[src/rtl/beep_scheduler.sv]
// Purpose: arbitrates three buzzer requesters and plays the winner's note pattern as timed notes and gaps.
// Latency: ack, note, note_vld and busy change on the edge that samples req in IDLE; every output is registered.
// Backpressure: none; requesters hold req until ack, requests are sampled only in IDLE, and cancel aborts a pattern.
module beep_scheduler #(
  parameter logic [25:0] NOTE_CYC = 26'd12_500_000,
  parameter logic [25:0] GAP_CYC  = 26'd2_500_000
) (
  input  logic       sys_clk,
  input  logic       sys_rst_n,
  input  logic [2:0] req,
  input  logic       cancel,
  output logic [2:0] ack,
  output logic [2:0] note,
  output logic       note_vld,
  output logic       busy,
  output logic       done
);

  typedef enum logic [1:0] {
    S_IDLE = 2'd0,
    S_NOTE = 2'd1,
    S_GAP  = 2'd2
  } state_t;

  state_t      r_state;
  logic [25:0] r_cnt;
  logic [1:0]  r_idx;
  logic [1:0]  r_pat;
  logic [2:0]  r_ack;
  logic [2:0]  r_note;
  logic        r_note_vld;
  logic        r_busy;
  logic        r_done;

  logic [2:0]  w_win_oh;
  logic [1:0]  w_win_pat;
  logic [1:0]  w_next_idx;
  logic [2:0]  w_next_code;
  logic [2:0]  w_first_code;

  // Pattern ROM: code 0 in a slot ends the pattern early.
  function automatic logic [2:0] f_rom(input logic [1:0] pat, input logic [1:0] idx);
    logic [2:0] code;
    code = 3'd0;
    case (pat)
      2'd0: code = 3'd1;                       // DO DO DO DO
      2'd1: begin                              // DO MI SO, then stop
        case (idx)
          2'd0:    code = 3'd1;
          2'd1:    code = 3'd3;
          2'd2:    code = 3'd5;
          default: code = 3'd0;
        endcase
      end
      2'd2: code = {1'b0, idx} + 3'd1;         // DO RE MI FA
      default: code = 3'd0;
    endcase
    return code;
  endfunction

  // Fixed-priority winner among the pending requests: bit0 first.
  always_comb begin
    w_win_oh  = 3'b000;
    w_win_pat = 2'd0;
    if (req[0]) begin
      w_win_oh  = 3'b001;
      w_win_pat = 2'd0;
    end else if (req[1]) begin
      w_win_oh  = 3'b010;
      w_win_pat = 2'd1;
    end else if (req[2]) begin
      w_win_oh  = 3'b100;
      w_win_pat = 2'd2;
    end
  end

  // Look up the code for the grant slot and for the slot after the current one.
  always_comb begin
    w_next_idx   = r_idx + 2'd1;
    w_next_code  = f_rom(r_pat, w_next_idx);
    w_first_code = f_rom(w_win_pat, 2'd0);
  end

  // Sequencer: grant in IDLE, time each note and gap, cancel aborts without done.
  always_ff @(posedge sys_clk or negedge sys_rst_n) begin
    if (!sys_rst_n) begin
      r_state    <= S_IDLE;
      r_cnt      <= 26'd0;
      r_idx      <= 2'd0;
      r_pat      <= 2'd0;
      r_ack      <= 3'b000;
      r_note     <= 3'd0;
      r_note_vld <= 1'b0;
      r_busy     <= 1'b0;
      r_done     <= 1'b0;
    end else begin
      r_ack  <= 3'b000;
      r_done <= 1'b0;
      case (r_state)
        S_IDLE: begin
          // cancel has no meaning here; a simultaneous request is still granted
          if (req != 3'b000) begin
            r_ack      <= w_win_oh;
            r_pat      <= w_win_pat;
            r_state    <= S_NOTE;
            r_note     <= w_first_code;
            r_note_vld <= 1'b1;
            r_busy     <= 1'b1;
            r_cnt      <= 26'd0;
            r_idx      <= 2'd0;
          end
        end
        S_NOTE: begin
          if (cancel) begin
            r_state    <= S_IDLE;
            r_note     <= 3'd0;
            r_note_vld <= 1'b0;
            r_busy     <= 1'b0;
            r_cnt      <= 26'd0;
            r_idx      <= 2'd0;
          end else if (r_cnt == NOTE_CYC - 26'd1) begin
            r_state    <= S_GAP;
            r_note     <= 3'd0;
            r_note_vld <= 1'b0;
            r_cnt      <= 26'd0;
          end else begin
            r_cnt <= r_cnt + 26'd1;
          end
        end
        S_GAP: begin
          // cancel wins over a pattern end landing on the same cycle
          if (cancel) begin
            r_state    <= S_IDLE;
            r_note     <= 3'd0;
            r_note_vld <= 1'b0;
            r_busy     <= 1'b0;
            r_cnt      <= 26'd0;
            r_idx      <= 2'd0;
          end else if (r_cnt == GAP_CYC - 26'd1) begin
            r_cnt <= 26'd0;
            if ((r_idx == 2'd3) || (w_next_code == 3'd0)) begin
              r_state <= S_IDLE;
              r_busy  <= 1'b0;
              r_done  <= 1'b1;
              r_idx   <= 2'd0;
            end else begin
              r_state    <= S_NOTE;
              r_idx      <= w_next_idx;
              r_note     <= w_next_code;
              r_note_vld <= 1'b1;
            end
          end else begin
            r_cnt <= r_cnt + 26'd1;
          end
        end
        default: begin
          r_state    <= S_IDLE;
          r_note     <= 3'd0;
          r_note_vld <= 1'b0;
          r_busy     <= 1'b0;
          r_cnt      <= 26'd0;
          r_idx      <= 2'd0;
        end
      endcase
    end
  end

  assign ack      = r_ack;
  assign note     = r_note;
  assign note_vld = r_note_vld;
  assign busy     = r_busy;
  assign done     = r_done;

endmodule
[config.mk]
export PLATFORM = sky130hd
export DESIGN_NAME = beep_scheduler
export DESIGN_NICKNAME = d
export VERILOG_FILES = /design/src/rtl/beep_scheduler.sv
export SDC_FILE = /design/constraint.sdc
export NUM_CORES = 1
export LEC_CHECK = 0
export CAP_MARGIN = 10
export CELL_PAD_IN_SITES_DETAIL_PLACEMENT = 0
export CELL_PAD_IN_SITES_GLOBAL_PLACEMENT = 1
export CORE_MARGIN = 1
export CORE_UTILIZATION = 54
export DETAILED_ROUTE_END_ITERATION = 10
export DONT_BUFFER_PORTS = 1
export GPL_TIMING_DRIVEN = 0
export PLACE_DENSITY_LB_ADDON = 0.05
export SYNTH_ARGS = -nofsm -noshare
export SYNTH_HDL_FRONTEND = slang
export SYNTH_SLANG_ARGS = --single-unit
[constraint.sdc]
create_clock -name sys_clk -period 5.7 [get_ports sys_clk]
set_input_delay 0.855 -clock sys_clk [delete_from_list [all_inputs] [get_ports sys_clk]]
set_output_delay 0.855 -clock sys_clk [all_outputs]
set_load 0.02 [all_outputs]
Word level (Yosys, flattened, before mapping). Index checks and enable logic that the tools add are counted.

Register bits: 41. Input port bits: 6. Output and inout bits: 9. Word-level logic and storage cells: 95.

Add/subtract/negate cells: 3. Eq/ne operators: 17. Multiplexer cells: 53. Reductions and logical operators: 13.

Operator list (count): two-way mux 26 bit (5); one-hot mux 26 bit (3 select lines) (1); two-way mux 3 bit (11); one-hot mux 3 bit (3 select lines) (3); adder 26 x 1 -> 26 bit, second input constant (1); equality test 26 x 22 -> 1 bit, second input constant (1); equality test 26 x 24 -> 1 bit, second input constant (1); two-way mux 2 bit (13); two-way mux 1 bit (16); != test 3 bit, second input constant (4); one-hot mux 2 bit (3 select lines) (2); equality test 2 bit, second input constant (5); equality test 2 x 1 -> 1 bit, second input constant (4); logical NOT 2 bit (4); AND reduction 4 bit (2); one-hot mux 1 bit (3 select lines) (2); AND reduction 3 bit (2); != test 2 bit, second input constant (2); adder 2 x 1 -> 3 bit, second input constant (1); logical NOT 3 bit (1); nonzero test 3 bit (1); OR reduction 3 bit (1); adder 2 x 1 -> 2 bit, second input constant (1); AND reduction 2 bit (1); logical OR 1 bit (1).

Depth between registers and ports, before layout. Gate-level depths: netlist (run 1).

Depth after elaboration: 10. Mapped depth: 9.

Worst setup path after synthesis (run 1). No wires, ideal clock.

Path type: input to register. Start point: input req[1]. End point: register r_cnt[25]. Setup time: 119 ps. Data arrival time: 2037 ps. Data required time: 5581 ps. Setup slack: 3545 ps. Stages: 7. Path buffers: 1. Cells stage by stage: or4b_1 > buf_2 > nand4_1 > nor3_1 > nand3_1 > xor2_1 > nor2_2.

Longest elaborated chain between the ends: 2.

RTL lines: from (decl) (RTL line 10) `input logic [2:0] req,`; nonzero test 3 bit (RTL line 102) `if (req != 3'b000) begin`; != test 2 bit (no source line); to (signal assigned) (RTL line 127) `r_cnt <= r_cnt + 26'd1;`; to (signal assigned) (RTL line 153) `r_cnt <= r_cnt + 26'd1;`; to (decl) (RTL line 26) `logic [25:0] r_cnt;`.

No other way between the ends. A chain may end at the register's enable or synchronous reset.

Final worst setup path (run 1).
Start point: register r_state[0]. End point: register r_cnt[21].

Longest elaborated chain between the ends: 2. Elaborated cells between the ends (all ways): 5.

RTL lines: from (decl) (RTL line 25) `state_t r_state;`; from (signal assigned) (RTL line 87) `r_state <= S_IDLE;`; from (signal assigned) (RTL line 105) `r_state <= S_NOTE;`; from (signal assigned) (RTL line 115) `r_state <= S_IDLE;`; equality test 2 bit (tied with other cells) (RTL line 99) `case (r_state)`; one-hot mux 26 bit (3 select lines) / != test 2 bit (equally long branches).

Parallel ways exist; a longest one is shown, timed or not.

==> summary.txt, run 1 <==
CLOCK NETWORK
-----------------------------------------------------------------------------------------
Number of hold buffers added after CTS .....................................            0
TritonCTS Sinks ............................................................           41
Insertion delay to the later sink of the worst-skew pair ...................       290 ps
Htree depth ................................................................            2
Clk root buf ............................................................... sky130_fd_sc_hd__clkbuf_8
Post_cts resized ...........................................................            0
Setup Fix Bufs, Post-CTS ...................................................            0
Largest buffer count on any clock path .....................................            2
Clock slew seen by the registers of the worst setup and hold paths .........        80 ps
Cts bufs inserted ..........................................................            5
TritonCTS clock tree .......................................................          yes

DIE
-----------------------------------------------------------------------------------------
Initial standard-cell utilization of the core ..............................       0.5807
Die Outline Area ...........................................................     4696 µm²
Overall die height .........................................................     68.53 µm
Count of boundary I/O pins .................................................           15
Core area ..................................................................     4115 µm²
Row Count ..................................................................           23
Die width ..................................................................     68.53 µm

STA
-----------------------------------------------------------------------------------------
Worst Max-Slew Pin Slew ....................................................     960.9 ps
Highest clock rate .........................................................    414.4 MHz
Share of the clock period used by the worst path after layout ..............       0.4233
Minimum clock period after layout ..........................................      2413 ps
Total negative slack .......................................................         0 ps
Number of endpoints failing setup at the final stage .......................            0
Clock skew .................................................................     5.153 ps
Worst slew margin relative to its limit ....................................       0.3541
RSZ-0062 raised after global routing .......................................           no
Final-layout worst hold slack ..............................................     251.8 ps
Hold Fails Final Rpt .......................................................            0
Number of max-slew violations in the final report ..........................            0

SYNTHESIS
-----------------------------------------------------------------------------------------
Number of enable flip-flop cells after synthesis ...........................            0
Proportion of register bits with asynchronous set or reset after synthesis .        1.000
Largest cells by area after synthesis ...................................... sky130_fd_sc_hd__dfrtp_1 43%, sky130_fd_sc_hd__ha_1 5.2%, sky130_fd_sc_hd__xor2_1 4.4%
Leading cell types by count after synthesis ................................ 41 x sky130_fd_sc_hd__dfrtp_1, 20 x sky130_fd_sc_hd__nor2_1, 15 x sky130_fd_sc_hd__nand2_1, 15 x sky130_fd_sc_hd__nand3_1, 14 x sky130_fd_sc_hd__nor2_2
Post-synthesis cell count ..................................................          235
Total number of yosys warnings .............................................            0
Synth Net Count ............................................................          251
Sequential area share after synthesis ......................................       0.4293
Register bit total from synthesis ..........................................           41
Cell with the most instances after synthesis ............................... sky130_fd_sc_hd__dfrtp_1
Average footprint of a synthesized cell ....................................    10.17 µm²
Cell variety after synth ...................................................           52
Prevailing post-synth register cell ........................................ sky130_fd_sc_hd__dfrtp_1
Cell Area, Synth ...........................................................     2390 µm²
Library cell with the largest summed area after synthesis .................. sky130_fd_sc_hd__dfrtp_1
Fraction of synthesized cell area taken by the top area cell type ..........       0.4293

ROUTE
-----------------------------------------------------------------------------------------
Number of remaining DRC errors .............................................            0
Average vias per placed instance ...........................................        5.915
Number of iterations in the first detailed-routing pass ....................            4
Post-route ant nets ........................................................            0
Wirelength per Cell ........................................................     15.70 µm
Total number of vias .......................................................         1733
Drt initial violations .....................................................          100
Total routed wirelength ....................................................      4599 µm

WORST SETUP PATH
-----------------------------------------------------------------------------------------
Critical setup path kind ...................................................   reg -> reg
Kind of launch point of the worst setup path ...............................    flip-flop
Crit-path max FO ...........................................................           10
Crit end category ..........................................................    flip-flop
CP arrival .................................................................      2590 ps
CP Data Required Time ......................................................      5880 ps
Worst reg2reg setup slack ..................................................      3290 ps

GLOBAL ROUTING
-----------------------------------------------------------------------------------------
Via count of the first global-routing pass .................................         1631
Largest net degree at the start of global routing ..........................           42
Wire length of the first global-routing pass ...............................      7493 µm
Total routing usage reported by global routing .............................       0.2211
Total global routing overflow ..............................................            0
Antenna violations before repair ...........................................            0

POWER AND IR DROP
-----------------------------------------------------------------------------------------
Leakage ....................................................................     1.072 nW
Worst supply voltage drop on vdd ...........................................  0.0002450 V
Pwr per Cell Area .......................................................... 377.7 nW/µm²

FINISH
-----------------------------------------------------------------------------------------
Antenna fix cells ..........................................................            0
Area Growth Syn to Fin .....................................................       7.487%
Share of final-layout standard cells stronger than drive strength 1 ........       0.1646
Share of the core filled with cells in the final layout ....................       0.6242
Count of fill cells added during filler insertion ..........................          334
Nets .......................................................................          258

OUTCOME
-----------------------------------------------------------------------------------------
Outcome .................................................................... finished, final reports clean

RUN
-----------------------------------------------------------------------------------------
Max Cap Violations .........................................................            0

PLACE
-----------------------------------------------------------------------------------------
Count of input and output buffers ..........................................            0
Final weighted congestion in routability-driven placement ..................       0.8908
HPWL reported at the end of detailed placement .............................      3409 µm

WORST HOLD PATH
-----------------------------------------------------------------------------------------
Path type of the worst min-delay path ......................................  in -> async

## through the flow
step / power, mW / setup slack, ps / cell area (µm²) / std cells
floorplan: 0.6666 / 3545 / 2390 / 235
global placement: 0.7201 / 3341 / 2452 / 285
detailed placement: 0.7361 / 3327 / 2452 / 285
CTS: 0.9799 / 3300 / 2569 / 293
global route: 1.028 / 3125 / 2569 / 293
finish: 0.9702 / 3287 / 2569 / 293
## sequential cells by signal (all words and copies together) (netlist names)
register,cells
note,3
r_pat,2
busy,1
done,1
ack,3
r_cnt,26
r_idx,2
r_state,2
note_vld,1
## cells by family after synthesis
kind of cell,share of synthesized area
XOR/XNOR,0.07696
adder cells (fa/ha/maj),0.05236
multiplexers,0.01832
buffers and inverters,0.02565
AND/OR/NAND/NOR,0.2806
flip-flops,0.4293
AO/OA/AOI/OAI,0.1168
## final timing paths
check,startpoint,to,cells after the start
max in group asynchronous,sys_rst_n,ack[0],0
min reg2reg,r_cnt[3],r_cnt[3],1
min in group sys_clk,r_cnt[3],r_cnt[3],1
min,sys_rst_n,r_cnt[17],0
max,r_state[0],r_cnt[21],9
max reg2reg,r_state[0],r_cnt[21],9
## layout by cell type (no fill, tap or decap), drive strengths merged, types with 6 or more instances in the layout
cell type  instances
a21oi             10
and4               6
clkbuf             7
dfrtp             41
ha                10
inv                8
nand2             15
nand3             15
nor2              34
o21ai              9
xnor2              9
xor2              12
## worst max-delay path, cell delays in order (launching register included)
cell and delay [ps]:
sky130_fd_sc_hd__dfrtp_1 400, sky130_fd_sc_hd__inv_1 80, sky130_fd_sc_hd__ha_1 300, sky130_fd_sc_hd__or4b_1 200, sky130_fd_sc_hd__buf_2 210, sky130_fd_sc_hd__nand4_1 210, sky130_fd_sc_hd__nor3_1 510, sky130_fd_sc_hd__nand3_1 170
sky130_fd_sc_hd__xor2_1 170, sky130_fd_sc_hd__nor2_1 60
## where the power goes
group	total (mW)	switching (mW)	internal (mW)
Clock	0.240	0.0972	0.143
Combinational	0.349	0.201	0.148
Sequential	0.381	0.0545	0.327
## metal layers
layer,vias to the layer above,GRT usage,share of wire
li1,843,-,-
met1,855,0.2905,0.48
met2,27,0.3591,0.48
met3,8,0.03947,0.026
met4,0,0.08854,0.012
met5,-,0,0
## final cells by class
type                            instances  area [µm²]  area share
Inverter                                8       30.03     0.01169
Multi-Input combinational cell        183        1303      0.5071
Clock buffer                            7       86.33     0.03361
Buffer                                  3       31.28     0.01218
Sequential cell                        41        1026      0.3994
Tap cell                               50       62.56     0.02435
Clock inverter                          1       30.03     0.01169
Note: power is estimated with default switching activity, not from simulation.
==> run 2, diff against run 1 <==
--- a/config.mk
+++ b/config.mk
@@ -5,11 +5,12 @@
 export SDC_FILE = /design/constraint.sdc
 export NUM_CORES = 1
 export LEC_CHECK = 0
+export ABC_AREA = 1
 export CAP_MARGIN = 10
 export CELL_PAD_IN_SITES_DETAIL_PLACEMENT = 0
 export CELL_PAD_IN_SITES_GLOBAL_PLACEMENT = 1
 export CORE_MARGIN = 1
-export CORE_UTILIZATION = 54
+export CORE_UTILIZATION = 43
 export DETAILED_ROUTE_END_ITERATION = 10
 export DONT_BUFFER_PORTS = 1
 export GPL_TIMING_DRIVEN = 0
==> constraint.sdc (replaced) <==
create_clock -name sys_clk -period 2.1 [get_ports sys_clk]
set_input_delay 0.315 -clock sys_clk [delete_from_list [all_inputs] [get_ports sys_clk]]
set_output_delay 0.315 -clock sys_clk [all_outputs]
set_load 0.02 [all_outputs]
==> run 2 against run 1 <==
Against the previous run:
- power grew to 2.6 times the previous value
- combinational power grew 130%
- clock-buffer cell count shrank 1
- non-clock buffer count grew 5
- first-iteration DRC count grew 31%
- sequential share of layout area shrank 5.7 points
- worst setup slack lost 3100 ps
- wire length grew 32%
- design area grew 17%
- critical path type unchanged
- largest power group unchanged
- highest routed layer unchanged
==> summary.txt, run 2 <==
SYNTHESIS
-----------------------------------------------------------------------------------------
Cell Area, Synth ...........................................................     2741 µm²
Sequential area share after synthesis ......................................       0.3743
Register bit total from synthesis ..........................................           41
Largest cells by area after synthesis ...................................... sky130_fd_sc_hd__dfrtp_1 37%, sky130_fd_sc_hd__nand2_1 12%, sky130_fd_sc_hd__a21oi_2 6.7%
Synth Net Count ............................................................          374
Prevailing post-synth register cell ........................................ sky130_fd_sc_hd__dfrtp_1
Number of enable flip-flop cells after synthesis ...........................            0
Cell with the most instances after synthesis ............................... sky130_fd_sc_hd__nand2_1
Average footprint of a synthesized cell ....................................    7.657 µm²
Library cell with the largest summed area after synthesis .................. sky130_fd_sc_hd__dfrtp_1
Cell variety after synth ...................................................           30
Proportion of register bits with asynchronous set or reset after synthesis .        1.000
Leading cell types by count after synthesis ................................ 85 x sky130_fd_sc_hd__nand2_1, 49 x sky130_fd_sc_hd__inv_1, 41 x sky130_fd_sc_hd__dfrtp_1
Fraction of synthesized cell area taken by the top area cell type ..........       0.3743
Post-synthesis cell count ..................................................          358
Total number of yosys warnings .............................................            0

WORST SETUP PATH
-----------------------------------------------------------------------------------------
Chain of cells forming the critical path ................................... inv_1, ha_1, nand3_2, buf_2, buf_2, a21oi_2
Number of buffers and inverters on the critical path .......................            3
Critical path destination ..................................................     r_cnt[9]
Capture point of the worst reg-to-reg path .................................     r_cnt[9]
Critical path origin .......................................................   r_state[0]
Critical setup path kind ...................................................   reg -> reg
CP Data Required Time ......................................................      2280 ps
Delay of the slowest cell on the worst path ................................       400 ps
Worst reg2reg setup slack ..................................................       190 ps
Kind of launch point of the worst setup path ...............................    flip-flop
Crit-path max FO ...........................................................           10
Logic depth of the worst path, buffers included ............................            6
R2r worst-path depth .......................................................            6
Origin of the critical flop-to-flop path ...................................   r_state[0]
Slowest CP cell ............................................................ sky130_fd_sc_hd__dfrtp_1
CP arrival .................................................................      2090 ps
Crit end category ..........................................................    flip-flop
Most frequent CP cell ...................................................... sky130_fd_sc_hd__buf_2
Kind of cell adding the most delay to the critical path .................... buffers and inverters

GLOBAL ROUTING
-----------------------------------------------------------------------------------------
Total global routing overflow ..............................................            0
Most Used Layer, Global Route ..............................................         met1
Met1 capacity usage during global routing ..................................       0.3073
Antenna violations before repair ...........................................            0
Total routing usage reported by global routing .............................       0.2063
Met2 routing resource usage after global routing ...........................       0.3033
Met3 Use GR ................................................................      0.04222
Largest net degree at the start of global routing ..........................           42
Wire length of the first global-routing pass ...............................     10320 µm
Via count of the first global-routing pass .................................         2051

STA
-----------------------------------------------------------------------------------------
Worst Max-Slew Pin Slew ....................................................     532.2 ps
RSZ-0062 raised after global routing .......................................           no
Hold Fails Final Rpt .......................................................            0
Worst slew margin relative to its limit ....................................       0.6439
Number of endpoints failing setup at the final stage .......................            0
Clock skew .................................................................     6.763 ps
Highest clock rate .........................................................    524.1 MHz
Share of the clock period used by the worst path after layout ..............       0.9086
Minimum clock period after layout ..........................................      1908 ps
Number of max-slew violations in the final report ..........................            0
Total negative slack .......................................................         0 ps

ROUTE
-----------------------------------------------------------------------------------------
Post-route ant nets ........................................................            0
Number of remaining DRC errors .............................................            0
Total number of vias .......................................................         2164
Average vias per placed instance ...........................................        4.885
Total routed wirelength ....................................................      6057 µm
Wirelength per Cell ........................................................     13.67 µm
Drt initial violations .....................................................          131
Number of iterations in the first detailed-routing pass ....................            7

DIE
-----------------------------------------------------------------------------------------
Overall die height .........................................................     81.85 µm
Die Outline Area ...........................................................     6699 µm²
Core area ..................................................................     6026 µm²
Count of boundary I/O pins .................................................           15
Die width ..................................................................     81.85 µm
Row Count ..................................................................           28
Initial standard-cell utilization of the core ..............................       0.4549

CLOCK NETWORK
-----------------------------------------------------------------------------------------
Cts bufs inserted ..........................................................            5
TritonCTS clock tree .......................................................          yes
Setup Fix Bufs, Post-CTS ...................................................            0
Clk root buf ............................................................... sky130_fd_sc_hd__clkbuf_8
Insertion delay to the later sink of the worst-skew pair ...................       300 ps
TritonCTS Sinks ............................................................           41
Htree depth ................................................................            2
Largest buffer count on any clock path .....................................            2
Post_cts resized ...........................................................            0
Clock slew seen by the registers of the worst setup and hold paths .........        90 ps

FINISH
-----------------------------------------------------------------------------------------
Antenna fix cells ..........................................................            0
Top reg by flops ...........................................................        r_cnt
Top library cells by usage in the layout, fill and taps aside .............. 85 x sky130_fd_sc_hd__nand2_1, 49 x sky130_fd_sc_hd__inv_1, 41 x sky130_fd_sc_hd__dfrtp_1
Flip-flop count of the largest register after layout .......................           26
Area Growth Syn to Fin .....................................................       9.174%
Share of final-layout standard cells stronger than drive strength 1 ........       0.1793
Count of fill cells added during filler insertion ..........................          623
Most frequent standard cell in the layout excluding fill and tap cells ..... sky130_fd_sc_hd__nand2_1
Nets .......................................................................          383

RUN
-----------------------------------------------------------------------------------------
Max Cap Violations .........................................................            0

POWER AND IR DROP
-----------------------------------------------------------------------------------------
Pwr per Cell Area .......................................................... 835.3 nW/µm²
Leakage ....................................................................     1.335 nW
Worst supply voltage drop on vdd ...........................................  0.0006958 V
Total power ................................................................     2.500 mW

PLACE
-----------------------------------------------------------------------------------------
Count of input and output buffers ..........................................            0
HPWL reported at the end of detailed placement .............................      4579 µm
Final weighted congestion in routability-driven placement ..................       0.8371

WORST HOLD PATH
-----------------------------------------------------------------------------------------
Count of cells along the worst hold path ...................................            1
Path type of the worst min-delay path ......................................    in -> reg

OUTCOME
-----------------------------------------------------------------------------------------
Outcome .................................................................... finished, final reports clean

## run 2: metrics by stage
stage / hold slack (ps) / setup WS [ps] / cells / util / instance area [µm²]
floorplan: 19.41 / 497.7 / 358 / - / 2741
global placement: 20.56 / 213.0 / 433 / 0.4705 / 2835
detailed placement: 20.48 / 199.9 / 433 / 0.4705 / 2835
CTS: 69.37 / 189.0 / 443 / 0.4967 / 2993
global route: 62.05 / 7.306 / 443 / 0.4967 / 2993
finish: 71.15 / 191.9 / 443 / 0.4967 / 2993
## run 2: cells by family after synthesis
family | Yosys count | synth area share
buffers and inverters | 65 | 0.1027
and+or+nand+nor | 184 | 0.3140
DFF | 41 | 0.3743
adders and majority gates | 10 | 0.04564
xor gates and xnor gates | 17 | 0.05431
AOI/OAI and AO/OA | 41 | 0.1091
## run 2: worst min-delay path by stage
stage / start / slack (ps) / end
floorplan: sys_rst_n / 20 / ack[0]
global placement: sys_rst_n / 20 / r_cnt[10]
detailed placement: sys_rst_n / 20 / r_cnt[13]
CTS: req[0] / 70 / ack[1]
global route: req[0] / 60 / ack[1]
finish: req[0] / 70 / ack[1]
## run 2: per-layer routing
layer  wire length [µm]  part of all wire
met3                183             0.030
met2               2583              0.43
met5                  0                 0
met1               3250              0.54
met4                 39            0.0064
## run 2: cell type report
cell class / instances / area (µm²) / share of cell area
Buffer: 6 / 60.06 / 0.02007
Clock buffer: 6 / 82.58 / 0.02759
Clock inverter: 2 / 37.54 / 0.01254
Inverter: 59 / 221.5 / 0.07400
Multi-Input combinational cell: 252 / 1434 / 0.4791
Sequential cell: 41 / 1026 / 0.3428
Tap cell: 75 / 93.84 / 0.03135
Timing Repair Buffer: 2 / 37.54 / 0.01254
## run 2: what timing repair did
| action | in CTS | in global routing |
|---|---|---|
| setup endpoints to repair | 0 | 0 |
| hold endpoints to repair | 41 | 0 |
| hold buffers | 2 | 0 |
## run 2: report_power, final
group / internal [mW] / leakage (nW) / total [mW] / switching (mW)
combinational: 0.282 / 0.717 / 0.814 / 0.532
clock: 0.387 / 0.0574 / 0.680 / 0.294
sequential: 0.881 / 0.560 / 1.00 / 0.124
==> run 3, diff against run 2 <==
==> config.mk (replaced) <==
export PLATFORM = sky130hd
export DESIGN_NAME = beep_scheduler
export DESIGN_NICKNAME = d
export VERILOG_FILES = /design/src/rtl/beep_scheduler.sv
export SDC_FILE = /design/constraint.sdc
export NUM_CORES = 1
export LEC_CHECK = 0
export ABC_AREA = 1
export CAP_MARGIN = 10
export CELL_PAD_IN_SITES_DETAIL_PLACEMENT = 1
export CELL_PAD_IN_SITES_GLOBAL_PLACEMENT = 2
export CORE_MARGIN = 1
export CORE_UTILIZATION = 34
export DETAILED_ROUTE_END_ITERATION = 10
export DONT_BUFFER_PORTS = 1
export GPL_TIMING_DRIVEN = 0
export PLACE_DENSITY_LB_ADDON = 0.1
export SYNTH_ARGS = -nofsm -noshare
export SYNTH_HDL_FRONTEND = slang
export SYNTH_SLANG_ARGS = --single-unit
==> constraint.sdc (replaced) <==
create_clock -name sys_clk -period 2.1 [get_ports sys_clk]
set_input_delay 0.21 -clock sys_clk [delete_from_list [all_inputs] [get_ports sys_clk]]
set_output_delay 0.21 -clock sys_clk [all_outputs]
set_load 0.02 [all_outputs]
==> run 3 against run 2 <==
Against the previous run:
- sequential power is essentially flat
- hold slack lost 22 ps
- critical path depth is the same
- power grew 1.6%
- via count grew 3.4%
- register-to-register slack lost 20 ps
- worst setup slack lost 16 ps
- utilization shrank 10 points
- largest power group unchanged
- highest routed layer unchanged
- largest cell class unchanged
==> summary.txt, run 3 (synthesized netlist as in run 2, its figures left out) <==
OUTCOME
-------------------------------------------------------------------------------------
Outcome ................................................................ finished, final reports clean

CLOCK NETWORK
-------------------------------------------------------------------------------------
TritonCTS clock tree ...................................................          yes
Cts bufs inserted ......................................................            5
Clock slew seen by the registers of the worst setup and hold paths .....        90 ps
Largest buffer count on any clock path .................................            2
Insertion delay to the later sink of the worst-skew pair ...............       300 ps
Htree depth ............................................................            2
TritonCTS Sinks ........................................................           41
Clk root buf ........................................................... sky130_fd_sc_hd__clkbuf_8

WORST SETUP PATH
-------------------------------------------------------------------------------------
Worst reg2reg setup slack ..............................................       180 ps
CP arrival .............................................................      2110 ps
R2r worst-path depth ...................................................            6
Critical path origin ...................................................   r_state[0]
Kind of cell adding the most delay to the critical path ................ buffers and inverters
Kind of launch point of the worst setup path ...........................    flip-flop
Capture point of the worst reg-to-reg path .............................     r_cnt[6]
Crit-path max FO .......................................................           10
Logic depth of the worst path, buffers included ........................            6
Chain of cells forming the critical path ............................... inv_1, ha_1, nand3_2, buf_2, buf_2, a21oi_2
Critical path destination ..............................................     r_cnt[6]
Number of buffers and inverters on the critical path ...................            3
Slowest CP cell ........................................................ sky130_fd_sc_hd__dfrtp_1
CP Data Required Time ..................................................      2290 ps
Delay of the slowest cell on the worst path ............................       400 ps
Origin of the critical flop-to-flop path ...............................   r_state[0]
Most frequent CP cell .................................................. sky130_fd_sc_hd__buf_2
Critical setup path kind ...............................................   reg -> reg
Crit end category ......................................................    flip-flop

ROUTE
-------------------------------------------------------------------------------------
Total routed wirelength ................................................      6990 µm
Post-route ant nets ....................................................            0
Topmost layer with routed signal wires .................................         met4
Wirelength per Cell ....................................................     14.78 µm
Met2 wire length .......................................................      3183 µm
Average vias per placed instance .......................................        4.729
Total number of vias ...................................................         2237
Number of remaining DRC errors .........................................            0
Number of iterations in the first detailed-routing pass ................            4
Met1 routed wirelength after detailed routing ..........................      3553 µm
Drt initial violations .................................................           32
Amount of wire on met3 after detailed routing ..........................       171 µm

STA
-------------------------------------------------------------------------------------
Number of endpoints failing setup at the final stage ...................            0
Worst slew margin relative to its limit ................................       0.6488
RSZ-0062 raised after global routing ...................................           no
Final setup slack of the worst path ....................................     175.6 ps
Clock skew .............................................................     11.76 ps
Share of the clock period used by the worst path after layout ..........       0.9164
Hold Fails Final Rpt ...................................................            0
Number of max-slew violations in the final report ......................            0
Total negative slack ...................................................         0 ps
Worst Max-Slew Pin Slew ................................................     524.8 ps
Minimum clock period after layout ......................................      1924 ps
Highest clock rate .....................................................    519.7 MHz

DIE
-------------------------------------------------------------------------------------
Core area ..............................................................     7767 µm²
Count of boundary I/O pins .............................................           15
Overall die height .....................................................     91.80 µm
Row Count ..............................................................           32
Die width ..............................................................     91.80 µm
Initial standard-cell utilization of the core ..........................       0.3529
Die Outline Area .......................................................     8426 µm²

FINISH
-------------------------------------------------------------------------------------
Antenna fix cells ......................................................            0
Top library cells by usage in the layout, fill and taps aside .......... 84 x sky130_fd_sc_hd__nand2_1, 49 x sky130_fd_sc_hd__inv_1, 41 x sky130_fd_sc_hd__dfrtp_1
Most frequent standard cell in the layout excluding fill and tap cells . sky130_fd_sc_hd__nand2_1
Count of fill cells added during filler insertion ......................          994
Flip-flop count of the largest register after layout ...................           26
Top reg by flops .......................................................        r_cnt
Share of final-layout standard cells stronger than drive strength 1 ....       0.1806
Share of the core filled with cells in the final layout ................       0.3930
Nets ...................................................................          386
Area Growth Syn to Fin .................................................       11.36%

GLOBAL ROUTING
-------------------------------------------------------------------------------------
Wire length of the first global-routing pass ...........................     12280 µm
Largest net degree at the start of global routing ......................           42
Total global routing overflow ..........................................            0
Antenna violations before repair .......................................            0
Via count of the first global-routing pass .............................         2410
Total routing usage reported by global routing .........................       0.1883

PLACE
-------------------------------------------------------------------------------------
Count of input and output buffers ......................................            0
Final weighted congestion in routability-driven placement ..............       0.7880
Pre-CTS setup slack ....................................................     131.5 ps
HPWL reported at the end of detailed placement .........................      5344 µm

RUN
-------------------------------------------------------------------------------------
Max Cap Violations .....................................................            0

POWER AND IR DROP
-------------------------------------------------------------------------------------
Leakage ................................................................     1.351 nW
Total power ............................................................     2.541 mW
Worst supply voltage drop on vdd .......................................  0.0004593 V
Pwr per Cell Area ...................................................... 832.2 nW/µm²

WORST HOLD PATH
-------------------------------------------------------------------------------------
Source of the worst hold timing path ...................................       req[2]
Path type of the worst min-delay path ..................................    in -> reg

-- run 3: cell count changes in the layout (fill, tap and decap cells not counted) --
| cell | previous run | this run |
|---|---|---|
| sky130_fd_sc_hd__buf_4 | 0 | 1 |
| sky130_fd_sc_hd__clkbuf_1 | 0 | 1 |
| sky130_fd_sc_hd__clkinvlp_4 | 1 | 0 |
| sky130_fd_sc_hd__dlygate4sd3_1 | 1 | 3 |
| sky130_fd_sc_hd__nand2_1 | 85 | 84 |
| sky130_fd_sc_hd__nand2_2 | 5 | 6 |
-- run 3: worst reg2reg max path, stage by stage (launching register included) --
cell and delay (ps):
sky130_fd_sc_hd__dfrtp_1 400, sky130_fd_sc_hd__inv_1 80, sky130_fd_sc_hd__ha_1 290, sky130_fd_sc_hd__nand3_2 250, sky130_fd_sc_hd__buf_2 330, sky130_fd_sc_hd__buf_2 360
sky130_fd_sc_hd__a21oi_2 100
-- run 3: routing by layer --
| layer | GRT usage | vias to the layer above |
|---|---|---|
| li1 | - | 1146 |
| met1 | 0.2583 | 1068 |
| met2 | 0.3058 | 16 |
| met3 | 0.03234 | 7 |
| met4 | 0.05078 | 0 |
| met5 | 0 | - |
-- run 3: power breakdown --
group	total [mW]	switching, mW	internal (mW)
clock network	0.692	0.303	0.388
registers	1.01	0.126	0.881
logic	0.842	0.553	0.289
-- run 3: worst min path at each step --
stage,to,cells after the start
4_1_cts,ack[0],2
3_3_place_gp,r_cnt[13],0
2_1_floorplan,ack[0],0
5_1_grt,ack[2],2
3_5_place_dp,r_cnt[13],0
6_report,ack[2],2
-- run 3: timing repair --
item / in CTS / in global routing
buffers inserted: 0 / 1
hold endpoints to repair: 43 / 1
resized for setup: 0 / 1
hold buffers: 3 / 1
endpoints found under the setup margin: 0 / 5
-- run 3: layout make-up --
cell class | count | area, µm² | area share
buffer | 6 | 60.06 | 0.01967
inverter | 59 | 221.5 | 0.07254
sequential | 41 | 1026 | 0.3361
multi-input combinational | 252 | 1436 | 0.4705
timing repair buffer | 5 | 65.06 | 0.02131
clock inverter | 1 | 30.03 | 0.009836
clock buffer | 7 | 86.33 | 0.02828
tap | 102 | 127.6 | 0.04180
-- run 3: metrics by stage --
| stage | instance area [µm²] | instances | hold slack (ps) |
|---|---|---|---|
| after floorplan | 2741 | 358 | -85.59 |
| after global placement | 2869 | 460 | -84.35 |
| after detailed placement | 2869 | 460 | -84.26 |
| after CTS | 3033 | 471 | 1.457 |
| after global routing | 3053 | 473 | 57.15 |
| final | 3053 | 473 | 48.90 |
